File: src/rtl/lpc_host_master.sv
// lpc_host_master: LPC I/O read/write initiator driven by a Req/Busy/Done handshake.
// Generates START, CYCTYPE, ADDR, (WDATA), host TAR, SYNC, (RDATA), peripheral TAR.
// Build option: define LPC_ABORT_EN to issue an LFRAME# abort sequence after a SYNC
// timeout; without it a timeout goes straight to DONE with the bus released.
module lpc_host_master #(
  parameter int unsigned SYNC_TIMEOUT = 8,
  parameter int unsigned LONG_TIMEOUT = 1024
) (
  input  logic        LpcClock,
  input  logic        PciReset,
  input  logic        Req,
  input  logic        Write,
  input  logic [15:0] Addr,
  input  logic [7:0]  WrData,
  output logic        Busy,
  output logic        Done,
  output logic [7:0]  RdData,
  output logic [1:0]  ErrCode,
  output logic        LpcFrame,
  output logic [3:0]  LpcBusOut,
  output logic        LpcBusOe,
  input  logic [3:0]  LpcBusIn
);

  localparam int unsigned MaxTimeout = (LONG_TIMEOUT > SYNC_TIMEOUT) ? LONG_TIMEOUT : SYNC_TIMEOUT;
  localparam int unsigned CntW       = $clog2(MaxTimeout + 1);

  localparam logic [CntW-1:0] SyncLimit = CntW'(SYNC_TIMEOUT);
  localparam logic [CntW-1:0] LongLimit = CntW'(LONG_TIMEOUT);

  localparam logic [3:0] SyncReady  = 4'b0000;
  localparam logic [3:0] SyncError  = 4'b1010;
  localparam logic [3:0] SyncLong   = 4'b0110;
  localparam logic [3:0] IdleNibble = 4'b1111;

  localparam logic [1:0] ErrOk      = 2'b00;
  localparam logic [1:0] ErrSync    = 2'b01;
  localparam logic [1:0] ErrTimeout = 2'b10;

  typedef enum logic [3:0] {
    StIdle,
    StStart,
    StCycType,
    StAddr,
    StWData,
    StHTar0,
    StHTar1,
    StSync,
    StRData,
    StPTar0,
    StPTar1,
    StAbort,
    StAbortRel,
    StDone
  } state_t;

  state_t          state;
  state_t          nextState;
  logic [1:0]      nibCnt;
  logic [CntW-1:0] waitCnt;
  logic [CntW-1:0] waitNext;
  logic [CntW-1:0] curLimit;
  logic            longSeen;
  logic            isWrite;
  logic [15:0]     addrReg;
  logic [7:0]      wrDataReg;
  logic            reqAccept;
  logic            syncIsReady;
  logic            syncIsError;
  logic            syncIsLong;
  logic            syncTimeout;

  assign reqAccept   = Req && !Busy;
  assign syncIsReady = (LpcBusIn == SyncReady);
  assign syncIsError = (LpcBusIn == SyncError);
  assign syncIsLong  = (LpcBusIn == SyncLong);
  assign waitNext    = waitCnt + CntW'(1);

  // A long-wait nibble switches to the long limit in the very clock it is seen.
  always_comb begin
    curLimit    = (longSeen || syncIsLong) ? LongLimit : SyncLimit;
    syncTimeout = 1'b0;
    if (state == StSync && !syncIsReady && !syncIsError && waitNext >= curLimit) begin
      syncTimeout = 1'b1;
    end
  end

  // State register.
  always_ff @(posedge LpcClock) begin
    if (PciReset) begin
      state <= StIdle;
    end else begin
      state <= nextState;
    end
  end

  // Next-state logic: one bus clock per phase, multi-nibble phases step on nibCnt.
  always_comb begin
    nextState = state;
    case (state)
      StIdle:     if (reqAccept) nextState = StStart;
      StStart:    nextState = StCycType;
      StCycType:  nextState = StAddr;
      StAddr:     if (nibCnt == 2'd3) nextState = isWrite ? StWData : StHTar0;
      StWData:    if (nibCnt == 2'd1) nextState = StHTar0;
      StHTar0:    nextState = StHTar1;
      StHTar1:    nextState = StSync;
      StSync: begin
        if (syncIsReady || syncIsError) begin
          nextState = isWrite ? StPTar0 : StRData;
        end else if (syncTimeout) begin
`ifdef LPC_ABORT_EN
          nextState = StAbort;
`else
          nextState = StDone;
`endif
        end
      end
      StRData:    if (nibCnt == 2'd1) nextState = StPTar0;
      StPTar0:    nextState = StPTar1;
      StPTar1:    nextState = StDone;
`ifdef LPC_ABORT_EN
      StAbort:    if (nibCnt == 2'd3) nextState = StAbortRel;
      StAbortRel: nextState = StDone;
`endif
      StDone:     nextState = reqAccept ? StStart : StIdle;
      default:    nextState = StIdle;
    endcase
  end

  // Nibble counter restarts on every phase change and steps while a phase repeats.
  always_ff @(posedge LpcClock) begin
    if (PciReset) begin
      nibCnt <= '0;
    end else if (nextState != state) begin
      nibCnt <= '0;
    end else begin
      nibCnt <= nibCnt + 2'd1;
    end
  end

  // Request capture, SYNC wait tracking, error code and read-data capture.
  always_ff @(posedge LpcClock) begin
    if (PciReset) begin
      isWrite   <= 1'b0;
      addrReg   <= '0;
      wrDataReg <= '0;
      waitCnt   <= '0;
      longSeen  <= 1'b0;
      ErrCode   <= ErrOk;
      RdData    <= '0;
    end else begin
      if (reqAccept) begin
        isWrite   <= Write;
        addrReg   <= Addr;
        wrDataReg <= WrData;
        waitCnt   <= '0;
        longSeen  <= 1'b0;
        ErrCode   <= ErrOk;
      end
      if (state == StSync) begin
        if (syncIsError) begin
          ErrCode <= ErrSync;
        end else if (!syncIsReady) begin
          if (syncTimeout) begin
            ErrCode <= ErrTimeout;
            RdData  <= '1;
          end else begin
            waitCnt <= waitNext;
            if (syncIsLong) begin
              longSeen <= 1'b1;
            end
          end
        end
      end
      if (state == StRData) begin
        if (nibCnt[0]) begin
          RdData[7:4] <= LpcBusIn;
        end else begin
          RdData[3:0] <= LpcBusIn;
        end
      end
    end
  end

  // Bus and handshake outputs decoded from the current phase.
  always_comb begin
    LpcFrame  = 1'b1;
    LpcBusOe  = 1'b0;
    LpcBusOut = IdleNibble;
    Busy      = (state != StIdle) && (state != StDone);
    Done      = (state == StDone);
    case (state)
      StStart: begin
        LpcFrame  = 1'b0;
        LpcBusOe  = 1'b1;
        LpcBusOut = 4'b0000;
      end
      StCycType: begin
        LpcBusOe  = 1'b1;
        LpcBusOut = isWrite ? 4'b0010 : 4'b0000;
      end
      StAddr: begin
        LpcBusOe = 1'b1;
        case (nibCnt)
          2'd0:    LpcBusOut = addrReg[15:12];
          2'd1:    LpcBusOut = addrReg[11:8];
          2'd2:    LpcBusOut = addrReg[7:4];
          default: LpcBusOut = addrReg[3:0];
        endcase
      end
      StWData: begin
        LpcBusOe  = 1'b1;
        LpcBusOut = nibCnt[0] ? wrDataReg[7:4] : wrDataReg[3:0];
      end
      StHTar0: begin
        LpcBusOe  = 1'b1;
        LpcBusOut = IdleNibble;
      end
`ifdef LPC_ABORT_EN
      StAbort: begin
        LpcFrame  = 1'b0;
        LpcBusOe  = 1'b1;
        LpcBusOut = IdleNibble;
      end
`endif
      default: begin
        LpcFrame  = 1'b1;
        LpcBusOe  = 1'b0;
        LpcBusOut = IdleNibble;
      end
    endcase
  end

endmodule
File: config.mk
export PLATFORM = sky130hd
export DESIGN_NAME = lpc_host_master
export DESIGN_NICKNAME = d
export VERILOG_FILES = /design/src/rtl/lpc_host_master.sv
export SDC_FILE = /design/constraint.sdc
export NUM_CORES = 1
export LEC_CHECK = 0
export BUFFER_PORTS_ARGS = -buffer_cell sky130_fd_sc_hd__buf_2
export CAP_MARGIN = 20
export CELL_PAD_IN_SITES_DETAIL_PLACEMENT = 1
export CELL_PAD_IN_SITES_GLOBAL_PLACEMENT = 2
export CORE_UTILIZATION = 28
export CTS_CLUSTER_DIAMETER = 150
export DETAILED_ROUTE_END_ITERATION = 8
export PLACE_DENSITY_LB_ADDON = 0.1
export SYNTH_ARGS = -nofsm -noshare
export SYNTH_HDL_FRONTEND = slang
export SYNTH_SLANG_ARGS = --single-unit
File: constraint.sdc
create_clock -name LpcClock -period 2.9 [get_ports LpcClock]
set_clock_uncertainty 0.1 [all_clocks]
set_input_delay 0.58 -clock LpcClock [delete_from_list [all_inputs] [get_ports LpcClock]]
set_output_delay 0.58 -clock LpcClock [all_outputs]
set_load 0.03 [all_outputs]
# Word level (Yosys, flattened, before mapping)
# Index checks and enable logic that the tools add are counted.
[op_classes]
addsub = 2
magnitude_cmp = 1
eq_ne = 18
mux = 41
n_reduce_logical = 16
[ops]
columns = ["operator", "count"]
rows = [
  ["$mux 11", 6],
  ["$pmux 4 s12", 1],
  ["$mux 8", 5],
  ["$mux 4", 9],
  ["$eq 4x3->1 const B", 5],
  ["$eq 4x4->1 const B", 5],
  ["$pmux 4 s4", 1],
  ["$mux 1", 12],
  ["$mux 2", 6],
  ["$pmux 4 s3", 1],
  ["$add 11x1->11 const B", 1],
  ["$ge 11x11->1", 1],
  ["$eq 4x2->1 const B", 2],
  ["$logic_not 4->1", 2],
  ["$logic_and 1x1->1", 5],
  ["$reduce_or 5->1", 1],
  ["$eq 2x2->1 const B", 2],
  ["$eq 4x1->1 const B", 1],
  ["$ne 4x4->1", 1],
  ["$ne 4x4->1 const B", 1],
  ["$reduce_bool 4->1", 1],
  ["$logic_not 1->1", 3],
  ["$add 2x1->2 const B", 1],
  ["$eq 2x1->1 const B", 1],
  ["3 further kinds", 4],
]
[word_totals]
regBits = 53
input_bits = 32
wordCells = 87

# Depth between registers and ports, before layout
# Gate-level depths: netlist of the first run.
[logic_depth]
ltp_word = 12
ltp_mapped = 13
depth_no_buf = 11

# Least setup slack after synthesis of the first run
# Ideal clock, no wire load.
[synth_path]
path_kind = "register to output"
startpoint = "register nibCnt[0]"
endpoint = "output LpcBusOut[1]"
arrival_time_ns = 2.241
setup_slack_ns = -0.021
stages_incl_launch_ff = 8
path_buffers = 1
path_cell_list = "dfxtp_1 clkbuf_1 inv_1 ha_1 a222oi_1 nor2_1 a21oi_1 o311ai_0"
[synth_between]
elab_chain_len = 3
elab_cells_between_ends = 6
classes_between = "2 x eq/ne; 3 x mux; 1 x reduce/logical"
[synth_lines]
columns = ["item", "line_no", "rtl"]
rows = [
  ["from (decl)", "59", "logic [1:0] nibCnt;"],
  ["from (signal assigned)", "138", "nibCnt <= nibCnt + 2'd1;"],
  ["$eq 2x2->1, or another cell as far along", "205", "case (nibCnt)"],
  ["$pmux 4 s3", "205", ""],
  ["$pmux 4 s4 (*)", "193", "case (state)"],
  ["to (decl)", "20", "output logic [3:0] LpcBusOut,"],
]
# Mark *: on every way between the ends. The rest lies on a longest branch, timed or not.

# Worst setup path after layout of the first run
[layout_path]
startpoint = "register nibCnt[1]"
endpoint = "output LpcBusOut[2]"
[layout_between]
elab_chain_len = 3
elab_cells_between_ends = 5
classes_between = "2 x eq/ne; 2 x mux; 1 x reduce/logical"
[layout_lines]
columns = ["item", "line_no"]
rows = [
  ["$eq 2x2->1, or another cell as far along", "205"],
  ["$pmux 4 s3 (*)", "205"],
  ["$pmux 4 s4 (*)", "193"],
]
# Marks and branches as above.

==> results of run 1 <==
==> kinds of logic (layout without fill, tap and decap cells) <==
kind of cell,Yosys count,in the layout
AND/OR/NAND/NOR,154,154
AO/OA/AOI/OAI,108,108
flip-flops,53,53
buffers and inverters,34,107
adder cells (fa/ha/maj),8,8
XOR/XNOR,4,4
multiplexers,4,4
==> cells in the mapped netlist (all sizes together), types with 4 or more instances <==
| library cell | instances | area, sq um |
|---|---|---|
| inv | 9 | 33.8 |
| nor3 | 12 | 60.1 |
| nand2 | 67 | 251 |
| a222oi | 4 | 40.0 |
| o22ai | 5 | 31.3 |
| clkbuf | 21 | 78.8 |
| ha | 8 | 100 |
| a21oi | 48 | 240 |
| nor4 | 4 | 31.3 |
| a211oi | 10 | 75.1 |
| o21ai | 7 | 35.0 |
| nor2b | 7 | 43.8 |
| mux2 | 4 | 45.0 |
| buf | 4 | 23.8 |
| nand2b | 4 | 25.0 |
| dfxtp | 53 | 1060 |
| o211ai | 17 | 128 |
| nand3 | 10 | 55.1 |
| nor2 | 36 | 135 |
==> tightest hold or removal path: stages, from the launching register on <==
cell and delay [ps]:
dfxtp_1 320, nand2_1 50, a21oi_1 50
==> layout by cell type, fill, tap and decap left out, types with 2 or more instances in the layout <==
cell type / synthesis / routed
o2111ai_1: 2 / 2
a31oi_1: 2 / 2
ha_4: 0 / 3
nor3_1: 12 / 11
dfxtp_1: 53 / 46
ha_2: 0 / 2
dfxtp_2: 0 / 6
o21ai_0: 7 / 6
inv_1: 9 / 8
clkbuf_8: 0 / 6
or2_2: 2 / 2
a211oi_1: 10 / 10
o31ai_1: 2 / 2
nor4_1: 3 / 3
or3_1: 2 / 2
nand3_1: 9 / 9
ha_1: 8 / 3
a21oi_1: 48 / 48
mux2_2: 4 / 4
buf_4: 0 / 39
o21a_1: 3 / 3
o211ai_1: 17 / 17
xor2_1: 2 / 2
buf_2: 1 / 49
nand2b_1: 4 / 4
nand2_1: 67 / 67
nor2_1: 36 / 35
o22ai_1: 5 / 5
a222oi_1: 4 / 4
xnor2_1: 2 / 2
nor2b_1: 7 / 7
==> layer usage <==
metal / track usage, % / share of wire [%] / vias up
li1: - / - / 1446
met1: 23.5 / 49 / 1379
met2: 31.2 / 48 / 45
met3: 2.42 / 2.4 / 6
met4: 3.68 / 0.83 / 0
met5: 0 / 0 / -
==> registers in the layout, summed over array words and instances, names as in the netlist <==
name       flops
longSeen       1
waitCnt       11
nibCnt         2
state          4
RdData         8
ErrCode        2
isWrite        1
addrReg       16
wrDataReg      8
==> worst max-delay path by stage <==
stage,endpoint,from,slack (ps),depth (start not counted)
final,LpcBusOut[2],nibCnt[1],150,9
after global placement,waitCnt[6],LpcBusIn[0],-140,12
after CTS,LpcBusOut[3],nibCnt[0],0.2,9
after global routing,nibCnt[0],waitCnt[2],-60,11
after floorplan,waitCnt[9],waitCnt[0],70,12
after detailed placement,waitCnt[6],LpcBusIn[0],-210,12
==> stage by stage <==
step           setup TNS (ps)  setup WS (ps)  instances  hold WS (ps)  cell area [sq um]
2_1_floorplan               0           66.9        365           333               2780
5_1_grt                 -99.7          -57.5        571           383               3610
4_1_cts                     0          0.152        570           364               3530
3_5_place_dp            -3210           -209        561           348               3390
6_report                    0            149        571           361               3610
3_3_place_gp            -1720           -139        561           344               3390
==> power by group through the flow <==
stage / Sequential (W) / Clock (W) / Combinational, W
6_report: 0.000860 / 0.000540 / 0.000825
3_3_place_gp: 0.000866 / 0 / 0.000786
2_1_floorplan: 0.000852 / 0 / 0.000530
5_1_grt: 0.000870 / 0.000589 / 0.000920
4_1_cts: 0.000852 / 0.000561 / 0.000800
3_5_place_dp: 0.000867 / 0 / 0.000793
==> final cells by class <==
cell class | count | area share (%)
flip-flops and latches | 53 | 29.7
repair buffers | 90 | 15.4
clock inverters | 1 | 0.832
inverters | 9 | 0.937
clock buffers | 7 | 2.39
well taps | 133 | 4.61
multi-input cells | 278 | 46.1
==> what timing repair did <==
item	4_1_cts	5_1_grt
pin swaps	4	6
hold buffers	0	0
hold endpoints to repair	0	0
setup endpoints to repair	15	30
cloned	0	1
gates resized for setup	5	20
buffers inserted	1	0
==> run metrics, run 1 <==
drt pass-1 iters=5; flop2flop setup slack=160 ps; num ports=50; Avg Synthesized Cell Area=7.62 sq um; Leak=1.38 nW; Simple-Gate Fraction of Synth Area=25.7%; die area=10300 sq um; RR Startpoint=waitCnt[0]; crit path max fanout=5; crit-path cells=inv_1 > ha_4 > a222oi_1 > nor2_1 > a21oi_1 > nor2_1 > o22ai_1 > nand2_1 > clkbuf_4; syn_nets=405; Reg area=1070 sq um; EDFF count, synth=0; Hold Vio Cnt, Final=0; port buffer count=49; mapped cell area=2780 sq um; Top delay family on crit path=compound AO/OA/AOI/OAI gates; Max-Cap Viols=0; Total GRT Usage=17.9%; R2R depth=11; initial antenna violation count=0; DRT iter0 DRCs=68; core area=9680 sq um; Vias=roughly 2900; Max stage delay on crit path=between 400 and 500 ps; CP max-delay cell=a222oi_1; WHS Endpoint=addrReg[5]; maximum clock rate=around 360 MHz; hold_sp=addrReg[5]; routed wire length=just under 9000 um; Core Util, Final=37.2%; Root Driver=clkbuf_8; Yosys reg bits=53; CP Class=reg -> out; largest family of logic cells by synthesized area=simple AND/OR/NAND/NOR gates; area of the multi-input gates=1660 sq um; first-pass GRT wire length=14700 um; Design Power=0.00222 W; Final Max Slew Viols=0; final cycle utilization of the critical path=roughly 95%; Clock Sinks=53; Hold Crit Depth=2; Post-Synthesis Cells=365; Layout Nets=around 480; CTS tree=built; CTS HTree Levels=2; Worst-Margin Slew=771 ps; Fill cells=1236; gpl congestion=0.763; post-synth cell types=46; Most Frequent Cell on Critical Path=nor2_1; Post-synth ARST share=0%; Clk Latency, worst-skew pair=310 ps; RSZ-0062 raised after global routing=yes; sequential power share=38.6%; Detailed Place HPWL=between 6000 and 7000 um; Max VDD drop=0.000200 V; PD cells=617 nW/um^2; ANT cells=0; layout cells sized above 1=between 20 and 30%; Post-route DRC=0; Sw Ratio=36.9%; Row Count=36; total CTS buffers=5; min cycle time layout=2750 ps; register area share after synthesis=38.1%; CTS Buffer Depth=2; Post-DRT Antenna Nets=0; Worst EP required=approximately 2200 ps; crit path DAT=2070 ps; largest net degree at the start of global routing=30; final setup fails=0; worst rel slew slack=48.1%; Net Sw Power=0.000821 W; Pint=0.00140 W; vias in the first global route=2984; Setup crit end kind=output pin; Clock Power Share=24.3%; DIE WIDTH=102 um; Comb power frac=37.1%; status=finished clean; Worst-path clk slew=100 ps; DR vias/cell=5.04; die height=between 100 and 150 um; mux cell area share after synthesis=1.62%; WP buf/inv=2; Compound-Gate Fraction of Synth Area=24.8%; reg2reg end=nibCnt[1]; grt total ovfl=0; Yosys warnings=0; Top FF cell, synth=dfxtp_1; initial core utilization=28.7%; Critical Path Source Type=flop; worst hold path class=reg -> reg; area grow syn2layout=29.7%; xor-xnor portion of the synthesized cell area=1.26%; adder-cell share of the synthesized area=under 10%; WL/cell=15.2 um
Power figures use the tool's default switching activity.
==> run 2, diff against run 1 <==
- ABC_AREA: not set -> 1
- CORE_UTILIZATION: 28 -> 27
- SLEW_MARGIN: not set -> 20
==> run metrics, run 2 <==
initial core utilization=28.0% (-0.74 points); CTS tree=built; Worst-path clk slew=110 ps (about the same); Leak=1.59 nW (+15%); first-pass GRT wire length=15000 um (+2.1%); CP max-delay cell=dfxtp_1; Root Driver=clkbuf_8; DIE WIDTH=106 um (+3.9%); gpl congestion=0.821 (+7.6%); commonest cells after routing, fill and taps aside=nor2_1, nand2_1, inv_1, o21ai_0, dfxtp_1; crit path max fanout=9 (+4); Setup crit end kind=output pin; Top delay family on crit path=compound AO/OA/AOI/OAI gates; Hold Vio Cnt, Final=0 (unchanged); Largest regs=addrReg: 16 flops, waitCnt: 11 flops; PD cells=573 nW/um^2 (-7.0%); total CTS buffers=5 (unchanged); register area share after synthesis=36.6% (-1.6 points); Layout Nets=537 (+13%); drt pass-1 iters=4 (-1); commonest non-fill, non-tap cell in the layout=nor2_1; min cycle time layout=2730 ps (-22.1 ps); final cycle utilization of the critical path=94.1% (-0.76 points); Fill cells=1355 (+9.6%); syn_nets=483 (+19%); largest net degree at the start of global routing=34 (+13%); Clock Sinks=53 (unchanged); vias in the first global route=3089 (+3.5%); Avg Synthesized Cell Area=6.55 sq um (-14%); area grow syn2layout=18.0%; WL/cell=14.1 um (-7.0%); mapped cell area=2900 sq um (+4.3%); worst rel slew slack=56.3% (+8.2 points); WP buf/inv=2 (unchanged); max FFs per register=16 (unchanged); share of the synthesized area in the top cell type=36.6% (-1.6 points); Post-synth ARST share=0% (unchanged); Critical Path Source Type=flop; Final Max Slew Viols=0 (unchanged); maximum clock rate=366 MHz (+0.81%); Clk Latency, worst-skew pair=310 ps (about the same); ANT cells=0 (unchanged); routed wire length=8950 um (+3.2%); cell type with the highest aggregate area in the netlist=dfxtp_1; Area contributors post-synth=dfxtp_1, nor2_1, o21ai_0; port buffer count=49 (unchanged); die height=106 um (+3.9%); Max-Cap Viols=0 (unchanged); count leader, synth=nor2_1; setup_tns=0 ps (unchanged); num ports=50 (unchanged); CTS Buffer Depth=2 (unchanged); die area=11200 sq um (+8.0%); Worst-Margin Slew=654 ps (-117 ps); initial antenna violation count=0 (unchanged); Vias=2957 (+2.8%); worst hold path class=reg -> reg; DR vias/cell=4.66 (-7.4%); Post-route DRC=0 (unchanged); CP Class=reg -> out; layout cells sized above 1=17.5% (-12 points); crit path DAT=2050 ps (-20 ps); Design Power=0.00196 W (-12%); EDFF count, synth=0 (unchanged); crit-path cells=inv_2 > ha_1 > nand2_1 > a311o_1 > o311ai_0 > buf_2; Yosys warnings=0 (unchanged); grt total ovfl=0 (unchanged); post-synth cell types=31 (-33%); core area=10400 sq um (+7.1%); Post-Synthesis Cells=443 (+21%); CTS HTree Levels=2 (unchanged); Max stage delay on crit path=430 ps (about the same); Core Util, Final=33.0% (-4.2 points); Cells after DPL=626 (+12%); Non-Filler Instances=634 (+11%); RSZ-0062 raised after global routing=no; DRT iter0 DRCs=74 (+8.8%); Post-DRT Antenna Nets=0 (unchanged); Top FF cell, synth=dfxtp_1; Worst EP required=2220 ps (about the same); Post-synth top cells=nor2_1, nand2_1, inv_1; Total GRT Usage=16.8% (-1.1 points); post-CTS setup buffers=0 (-1); Max VDD drop=0.000227 V (+14%); largest reg by FF count=addrReg; status=finished clean; Row Count=37 (+2.8%); final setup fails=0 (unchanged); Detailed Place HPWL=6970 um (+11%); Yosys reg bits=53 (unchanged)
run 2: layout make-up:
class | count | area (sq um) | share of cell area [%]
Clock buffer | 6 | 72.6 | 2.12
Clock inverter | 2 | 13.8 | 0.402
Sequential cell | 53 | 1060 | 31.1
Multi-Input combinational cell | 311 | 1530 | 44.5
Inverter | 65 | 244 | 7.12
Tap cell | 136 | 170 | 4.97
Timing Repair Buffer | 61 | 335 | 9.79
run 2: where the power goes:
part           internal, W  switching [W]
Sequential        0.000816      0.0000710
Clock             0.000173       0.000270
Combinational     0.000198       0.000435
Total              0.00119       0.000776
run 2: kinds of logic (layout without fill, tap and decap cells):
| family | count (synthesis) | in the layout | share of synthesized area (%) |
|---|---|---|---|
| AND/OR/NAND/NOR | 208 | 208 | 30.2 |
| XOR/XNOR | 2 | 2 | 0.604 |
| AO/OA/AOI/OAI | 93 | 93 | 18.3 |
| adder cells (fa/ha/maj) | 8 | 8 | 3.45 |
| flip-flops | 53 | 53 | 36.6 |
| buffers and inverters | 79 | 134 | 10.9 |
run 2: metrics by stage:
step	area, sq um	setup slack, ps	hold WS [ps]
finish	3420	171	366
global route	3420	6.77	396
CTS	3420	54.3	373
detailed placement	3340	-60.8	353
global placement	3340	39.8	353
floorplan	2900	223	346
run 2: tightest hold or removal path, cell delays in order (launching register included):
cell	delay [ps]
dfxtp_1	320
inv_1	50
a31oi_1	60
run 2: timing repair:
item | in CTS | in global routing
endpoints found under the setup margin | 0 | 10
hold buffers | 0 | 0
gates resized for setup | 0 | 3
run 2: path summary, 6_finish.rpt:
check             slack [ps]      endpoint  startpoint  cells after the start
setup / recovery         170  LpcBusOut[0]   nibCnt[0]                      6
hold / removal           370     RdData[4]   RdData[4]                      2
setup reg to reg         260    waitCnt[2]  waitCnt[0]                     15
hold reg to reg          370     RdData[4]   RdData[4]                      2
run 2: per-layer routing:
layer	GRT usage (%)	vias to the layer above	wire length, um
met3	3.15	9	305
li1	-	1521	-
met4	3.77	0	85
met5	0	-	0
met1	21.3	1389	4290
met2	29.4	38	4270
==> run 3, diff against run 2 <==
--- a/constraint.sdc
+++ b/constraint.sdc
@@ -3,3 +3,3 @@
 set_input_delay 0.58 -clock LpcClock [delete_from_list [all_inputs] [get_ports LpcClock]]
 set_output_delay 0.58 -clock LpcClock [all_outputs]
-set_load 0.03 [all_outputs]
+set_load 0.005 [all_outputs]
==> run metrics, run 3 (synthesis results as in run 2) <==
final cycle utilization of the critical path=93.0% (-1.1 points); commonest cells after routing, fill and taps aside=nor2_1, nand2_1, inv_1, o21ai_0, dfxtp_1; Setup crit end kind=output pin; Worst EP required=2220 ps (about the same); Fin Hold WS=372 ps (+6.40 ps); largest net degree at the start of global routing=34 (unchanged); Critical Path Source Type=flop; CTS tree=built; DP Worst Slack=-53.3 ps (+7.50 ps); core area=10400 sq um (unchanged); Final Max Slew Viols=0 (unchanged); Worst-path clk slew=110 ps (about the same); first-pass GRT wire length=15100 um (+0.59%); num ports=50 (unchanged); worst rel slew slack=57.6% (+1.3 points); min cycle time layout=2700 ps (-33.3 ps); CTS Buffer Depth=2 (unchanged); Vias=2971 (+0.47%); Hold Crit Depth=2 (unchanged); CP Class=reg -> out; DR vias/cell=4.69 (+0.63%); Fill cells=1370 (+1.1%); crit path DAT=2020 ps (-30 ps); gpl congestion=0.803 (-2.3%); layout cells sized above 1=17.7% (+0.24 points); Design Power=0.00190 W (-3.1%); Clk Latency, worst-skew pair=310 ps (about the same); largest reg by FF count=addrReg; DRT iter0 DRCs=70 (-5.4%); Largest regs=addrReg: 16 flops, waitCnt: 11 flops; initial antenna violation count=0 (unchanged); die area=11200 sq um (unchanged); grt total ovfl=0 (unchanged); Row Count=37 (unchanged); Clock Sinks=53 (unchanged); max FFs per register=16 (unchanged); CTS HTree Levels=2 (unchanged); Layout Nets=536 (-0.19%); port buffer count=49 (unchanged); Hold Vio Cnt, Final=0 (unchanged); routed wire length=9010 um (+0.73%); total CTS buffers=5 (unchanged); RSZ-0062 raised after global routing=no; PD cells=551 nW/um^2 (-3.9%); area grow syn2layout=19.0%; Max VDD drop=0.000254 V (+12%); DIE WIDTH=106 um (unchanged); setup ws final=204 ps (+33.3 ps); Post-route DRC=0 (unchanged); die height=106 um (unchanged); Max-Cap Viols=0 (unchanged); Detailed Place HPWL=6990 um (+0.29%); initial core utilization=28.0% (unchanged); drt pass-1 iters=4 (unchanged); commonest non-fill, non-tap cell in the layout=nor2_1; status=finished clean; placed inst area=3330 sq um (-0.23%); vias in the first global route=3066 (-0.74%); Total GRT Usage=17.0% (+0.14 points); final instance area=3450 sq um (+0.84%); Root Driver=clkbuf_8; Cells after DPL=625 (-0.16%); post-CTS setup buffers=0 (unchanged); R2R depth=18 (+3); ANT cells=0 (unchanged); crit-path cells=inv_1 > ha_1 > nand2_1 > a311o_1 > o311ai_0 > buf_2; maximum clock rate=371 MHz (+1.2%); CP max-delay cell=dfxtp_1; worst hold path class=reg -> reg; Max stage delay on crit path=430 ps (about the same); Worst-Margin Slew=635 ps (-19.4 ps); WL/cell=14.2 um (+0.89%); Post-DRT Antenna Nets=0 (unchanged); Non-Filler Instances=633 (-0.16%); crit path max fanout=9 (unchanged); final setup fails=0 (unchanged); Leak=1.59 nW (about the same)
[run 3: final timing paths]
check	start	to	slack, ps
setup reg to reg	waitCnt[2]	waitCnt[3]	310
hold reg to reg	RdData[6]	RdData[6]	370
setup / recovery	nibCnt[0]	LpcBusOut[0]	200
hold / removal	RdData[6]	RdData[6]	370
[run 3: where the power goes]
group	internal, W	switching [W]	total, W
registers	0.000816	0.0000699	0.000886
clock network	0.000199	0.000273	0.000472
logic	0.000196	0.000348	0.000544
[run 3: repair_timing]
action | in CTS | in global routing
hold buffers | 0 | 0
gates resized for setup | 0 | 7
endpoints found under the setup margin | 0 | 7
[run 3: final cells by class]
cell class	instances	area, sq um	share of cell area [%]
repair buffers	60	328	9.49
clock buffers	6	82.6	2.39
flip-flops and latches	53	1060	30.8
multi-input cells	311	1550	44.8
clock inverters	2	17.5	0.507
well taps	136	170	4.93
inverters	65	244	7.07
[run 3: routing by layer]
| metal | wire (um) | vias to the layer above | global-route usage (%) |
|---|---|---|---|
| met4 | 94 | 0 | 2.98 |
| li1 | - | 1522 | - |
| met5 | 0 | - | 0 |
| met1 | 4330 | 1398 | 21.7 |
| met2 | 4300 | 42 | 30.1 |
| met3 | 284 | 9 | 2.72 |
[run 3: metrics by stage]
step / TNS [ps] / utilization, %
after floorplan: 0 / -
after global placement: 0 / 32.1
after detailed placement: -173 / 32.1
after CTS: 0 / 33.1
after global routing: 0 / 33.3
final: 0 / 33.3
[run 3: critical path: cells and delay by family (launching register included)]
| kind | cells | cell delay [ps] |
|---|---|---|
| fa+ha+maj | 1 | 280 |
| flops | 1 | 430 |
| simple gates | 1 | 90 |
| buf+inv | 2 | 420 |
| compound gates | 2 | 500 |
